==> config.mk <==
export PLATFORM = sky130hd
export DESIGN_NAME = seven_seg_scan
export DESIGN_NICKNAME = d
export VERILOG_FILES = /design/src/rtl/seven_seg_scan.sv
export SDC_FILE = /design/constraint.sdc
export NUM_CORES = 1
export LEC_CHECK = 0
export CAP_MARGIN = 20
export CORE_MARGIN = 8
export CORE_UTILIZATION = 50
export DETAILED_ROUTE_END_ITERATION = 12
export HOLD_SLACK_MARGIN = 0.03
export PLACE_DENSITY = 0.72
export RECOVER_POWER = 100
export SKIP_LAST_GASP = 1
export SLEW_MARGIN = 20
export SYNTH_ARGS = -nofsm -noshare
export SYNTH_HDL_FRONTEND = slang
export SYNTH_SLANG_ARGS = --single-unit
==> constraint.sdc <==
create_clock -name clk -period 5.3 [get_ports clk]
set_clock_uncertainty 0.05 [all_clocks]
set_input_delay 0.795 -clock clk [delete_from_list [all_inputs] [get_ports clk]]
set_output_delay 0.795 -clock clk [all_outputs]
set_load 0.02 [all_outputs]
==> src/rtl/seven_seg_scan.sv <==
// seven_seg_scan: time-multiplexed driver for a 4-slot, active-low seven-segment
// display that shows three BCD digits.
// Slot 3 is always blank so that the three lit digits keep a 1/4 duty cycle.
// A new value is held in a shadow register and moves to the display only at the
// frame boundary, so a single scan never shows a mix of old and new digits.
// Optional feature: define SEVEN_SEG_LEADING_ZERO_BLANK_EN to blank leading zeros
// in the hundreds and tens digits.
module seven_seg_scan #(
    parameter int unsigned REFRESH_DIV = 50000,
    parameter int unsigned DIV_W       = 16
) (
    input  logic        clk,
    input  logic        rst,
    input  logic [11:0] bcd,
    input  logic        bcd_valid,
    output logic [3:0]  an,
    output logic [6:0]  seg,
    output logic        dp,
    output logic        frame
);

    localparam logic [DIV_W-1:0] DIV_LAST = DIV_W'(REFRESH_DIV - 1);

    logic [DIV_W-1:0] cnt;
    logic [1:0]       idx;
    logic [11:0]      shadow;
    logic [11:0]      disp;
    logic             tick;
    logic             boundary;
    logic [3:0]       nib;
    logic             blank;
    logic [3:0]       an_nxt;
    logic [6:0]       seg_nxt;

    // Active-low segment pattern {g,f,e,d,c,b,a}; non-decimal nibbles show '-'.
    function automatic logic [6:0] seg_decode(input logic [3:0] n);
        case (n)
            4'd0:    return 7'b1000000;
            4'd1:    return 7'b1111001;
            4'd2:    return 7'b0100100;
            4'd3:    return 7'b0110000;
            4'd4:    return 7'b0011001;
            4'd5:    return 7'b0010010;
            4'd6:    return 7'b0000010;
            4'd7:    return 7'b1111000;
            4'd8:    return 7'b0000000;
            4'd9:    return 7'b0010000;
            default: return 7'b0111111;
        endcase
    endfunction

    assign tick     = (cnt == DIV_LAST);
    assign boundary = tick && (idx == 2'd3);
    assign dp       = 1'b1;

    // Prescaler: counts 0..REFRESH_DIV-1 and wraps.
    always_ff @(posedge clk or posedge rst) begin
        if (rst) begin
            cnt <= '0;
        end else if (tick) begin
            cnt <= '0;
        end else begin
            cnt <= cnt + DIV_W'(1);
        end
    end

    // Digit index advances once per prescaler period.
    always_ff @(posedge clk or posedge rst) begin
        if (rst) begin
            idx <= '0;
        end else if (tick) begin
            idx <= idx + 2'd1;
        end
    end

    // Shadow captures every strobe; the display loads at the frame boundary,
    // bypassing the shadow when a strobe lands on the boundary edge itself.
    always_ff @(posedge clk or posedge rst) begin
        if (rst) begin
            shadow <= '0;
            disp   <= '0;
            frame  <= 1'b0;
        end else begin
            if (bcd_valid) begin
                shadow <= bcd;
            end
            if (boundary) begin
                disp <= bcd_valid ? bcd : shadow;
            end
            frame <= boundary;
        end
    end

    // Select the nibble for the current slot and decide whether it is blanked.
    always_comb begin
        nib     = '0;
        blank   = 1'b0;
        an_nxt  = '1;
        seg_nxt = '1;
        case (idx)
            2'd0:    nib = disp[3:0];
            2'd1:    nib = disp[7:4];
            2'd2:    nib = disp[11:8];
            default: blank = 1'b1;
        endcase
`ifdef SEVEN_SEG_LEADING_ZERO_BLANK_EN
        if (idx == 2'd2 && disp[11:8] == 4'd0) begin
            blank = 1'b1;
        end
        if (idx == 2'd1 && disp[11:4] == 8'd0) begin
            blank = 1'b1;
        end
`else
`endif
        if (!blank) begin
            an_nxt[idx] = 1'b0;
            seg_nxt     = seg_decode(nib);
        end
    end

    // Registered anode and segment outputs, dark during reset.
    always_ff @(posedge clk or posedge rst) begin
        if (rst) begin
            an  <= '1;
            seg <= '1;
        end else begin
            an  <= an_nxt;
            seg <= seg_nxt;
        end
    end

endmodule

==> results.py <==
metrics = {
    "cells_and_area": {
        "area.growth.synth_to_final_pct": 15.6,
        "ff_latch_area_um2": 1370,
        "fill_cells": 397,
        "multi_input_comb_area_um2": 940,
        "final_cell_area_um2": 2810,
        "inserted_diodes": 0,
        "post_route_cells_drive_above_1_share": 0.127,
        "nets": 245,
        "final_cells": 274,
    },
    "grt": {
        "grt.total_usage": 0.117,
        "initial_antenna_violation_count": 0,
        "grt_first_pass_wirelength_um": 6830,
        "grt_start_max_net_pins": 55,
        "gr-total-overflow": 0,
        "first_global_vias": 1431,
    },
    "placed_design": {
        "dp.final_hpwl_um": 2740,
        "placement.cell_area_um2": 2730,
        "gp_routability_congestion": 0.771,
        "port_buffers": 26,
        "dp_cells": 266,
    },
    "critical_path": {
        "timing.reg2reg.worst_path_depth": 4,
        "worst_r2r_startpoint": "cnt[7]",
        "cpMaxStageDelayCell": "nor4_4",
        "critical_path_cell_sequence": "or4b_1 > nor4_4 > nand2_1 > mux2_1",
        "crit_start": "cnt[7]",
        "regToRegSetupSlack_ns": 2.49,
        "timing.critical_path.to": "disp[6]",
        "path_class": "reg -> reg",
        "timing.rr.end": "disp[6]",
        "start_kind": "flop",
        "worstPathMaxFanout": 14,
        "worst-endpoint-required_ns": 5.44,
        "maximum_cell_stage_delay_along_the_critical_path_ns": 0.67,
        "cp.arrival_ns": 2.94,
        "worstSetupEndpointType": "flop",
    },
    "routing": {
        "post_drt_wl_per_cell_um": 14.2,
        "drt_pass1_iterations": 4,
        "detail_route.iter0.violations": 117,
        "post-route-drc-count": 0,
        "residual_antenna_violating_net_count_after_detailed_routing": 0,
        "via_density_per_instance": 5.27,
        "routed-via-count": 1445,
        "drt_wl_total_um": 3890,
    },
    "clock_network": {
        "clock_latency_on_the_worst_skew_pair_ns": 0.31,
        "cts_sinks": 54,
        "cts_tree": "yes",
        "clk_pin_slew_worst_paths_ns": 0.10,
        "ctsResizeCount": 0,
        "clock_tree.buffer_depth": 2,
        "post_cts_hold_buffer_count": 0,
        "clock-root-buffer": "clkbuf_8",
        "h-tree-depth": 2,
        "cts_buffers": 5,
        "postCtsSetupBuffers": 0,
    },
    "sta": {
        "rsz0062_at_grt": "no",
        "setup-tns-final_ns": 0,
        "fin_crit_sh": 0.530,
        "final_count_of_hold_timing_violations": 0,
        "finalWorstPathRequiredPeriod_ns": 2.81,
        "timing.max_slew.rel_slack": 0.327,
        "worst_margin_slew_ns": 1.01,
        "max_freq_ghz": 0.356,
        "final_max_slew_viol_count": 0,
        "whs_ns": 0.437,
        "final-setup-viol-count": 0,
    },
    "power": {
        "power_leakage_uw": 0.00127,
        "power_density_nw_per_um2": 279,
        "power.ir.vdd_worst_mv": 0.185,
    },
    "floorplanning": {
        "core_area_um2": 4690,
        "floorplan.initialDensity": 0.517,
        "placement_rows": 25,
        "die_width_um": 85.7,
        "fp.dieArea_um2": 7340,
        "io-pin-count": 28,
        "dieHeight_um": 85.7,
    },
    "logic_synthesis": {
        "synth_sequential_area_ratio": 0.562,
        "synthCells": 191,
        "synth_area_leaders": "dfrtp_1 44%, dfstp_2 12%, mux2_2 7.4%",
        "ys_top_cells_by_count": "43 x dfrtp_1, 16 x mux2_2, 14 x nor2_1, 13 x inv_1",
        "synth_edf_count": 0,
        "synth.distinct_cells": 36,
        "synth_async_sr_flop_share": 1.00,
        "synth_top_cell_by_area": "dfrtp_1",
        "synth_net_count": 217,
        "synthDominantCellAreaShare": 0.443,
        "synth_most_common_cell": "dfrtp_1",
        "prevailing_post_synth_register_cell": "dfrtp_1",
        "ys_ff_latch": 54,
        "synth_warnings": 0,
        "synth_area_um2": 2430,
        "syn_avg_cell_area_um2": 12.7,
    },
    "worst_hold_path": {
        "holdCritPathClass": "reg -> reg",
        "hold_path_startpoint": "cnt[0]",
    },
    "flow_run": {
        "maxCapViolations": 0,
    },
    "run_status": {
        "status": "completed",
    },
}
## metal layers
metal | vias to the layer above | wire [um] | GRT usage
li1 | 710 | - | -
met1 | 704 | 1810 | 0.135
met2 | 25 | 1850 | 0.196
met3 | 6 | 190 | 0.0439
met4 | 0 | 38 | 0.0334
met5 | - | 0 | 0
## metrics by stage
stage	worst slack [ns]	power, uW	util
final	2.49	784	0.598
after CTS	2.65	804	0.606
after global placement	2.71	520	0.582
after floorplan	3.16	492	-
after global routing	2.31	821	0.598
after detailed placement	2.66	521	0.582
## worst min-delay path by stage
| stage | to | slack (ns) | cells past startpoint |
|---|---|---|---|
| final | cnt[0] | 0.44 | 1 |
| after global routing | shadow[4] | 0.45 | 1 |
| after CTS | cnt[0] | 0.44 | 1 |
| after detailed placement | cnt[0] | 0.43 | 1 |
| after global placement | cnt[0] | 0.42 | 1 |
| after floorplan | cnt[0] | 0.40 | 1 |
## flip-flops by register name, indices dropped and copies added (netlist names)
signal  cells
idx         2
an          4
shadow     12
frame       1
seg         7
disp       12
cnt        16
## where the power goes
part           internal, uW  switching (uW)
Clock                   143             137
Sequential              434            5.42
Combinational          31.4            33.4
Total                   609             175
## worst max-delay path, delay by kind of cell (launching register included)
family        cells  cell delay, ns
flops             1            0.44
mux               1            0.45
simple gates      3            1.74
## layout by cell type (no fill, tap or decap), types with 2 or more instances in the layout
master           instances
dfrtp_1                 43
mux2_1                  19
nor2_1                  14
dlygate4sd3_1           14
inv_1                   12
clkdlybuf4s50_1         12
ha_1                    11
dfstp_2                 11
xnor2_1                  8
o21ai_0                  7
mux2_2                   6
a21oi_1                  6
nand2_1                  5
nand3_1                  5
xor2_1                   5
clkbuf_8                 5
nand4_1                  4
a222oi_1                 4
nor4_1                   4
nor3_1                   4
or4b_1                   2
mux2i_1                  2
nand2b_1                 2
## layout make-up
type | count | share of cell area
Timing Repair Buffer | 27 | 0.0955
Tap cell | 54 | 0.0241
Multi-Input combinational cell | 118 | 0.335
Inverter | 13 | 0.0174
Clock inverter | 3 | 0.0169
Sequential cell | 54 | 0.487
Clock buffer | 5 | 0.0245
## cells by family (layout without fill, tap and decap cells)
group	after synthesis	count (layout)	share of synthesized area
mux	27	27	0.138
xor+xnor	13	13	0.0469
compound gates	21	21	0.0562
other cells	1	1	0.00154
fa+ha+maj	11	11	0.0567
buf+inv	19	48	0.0340
flops	54	54	0.562
simple gates	45	45	0.104
Power figures use the tool's default switching activity.
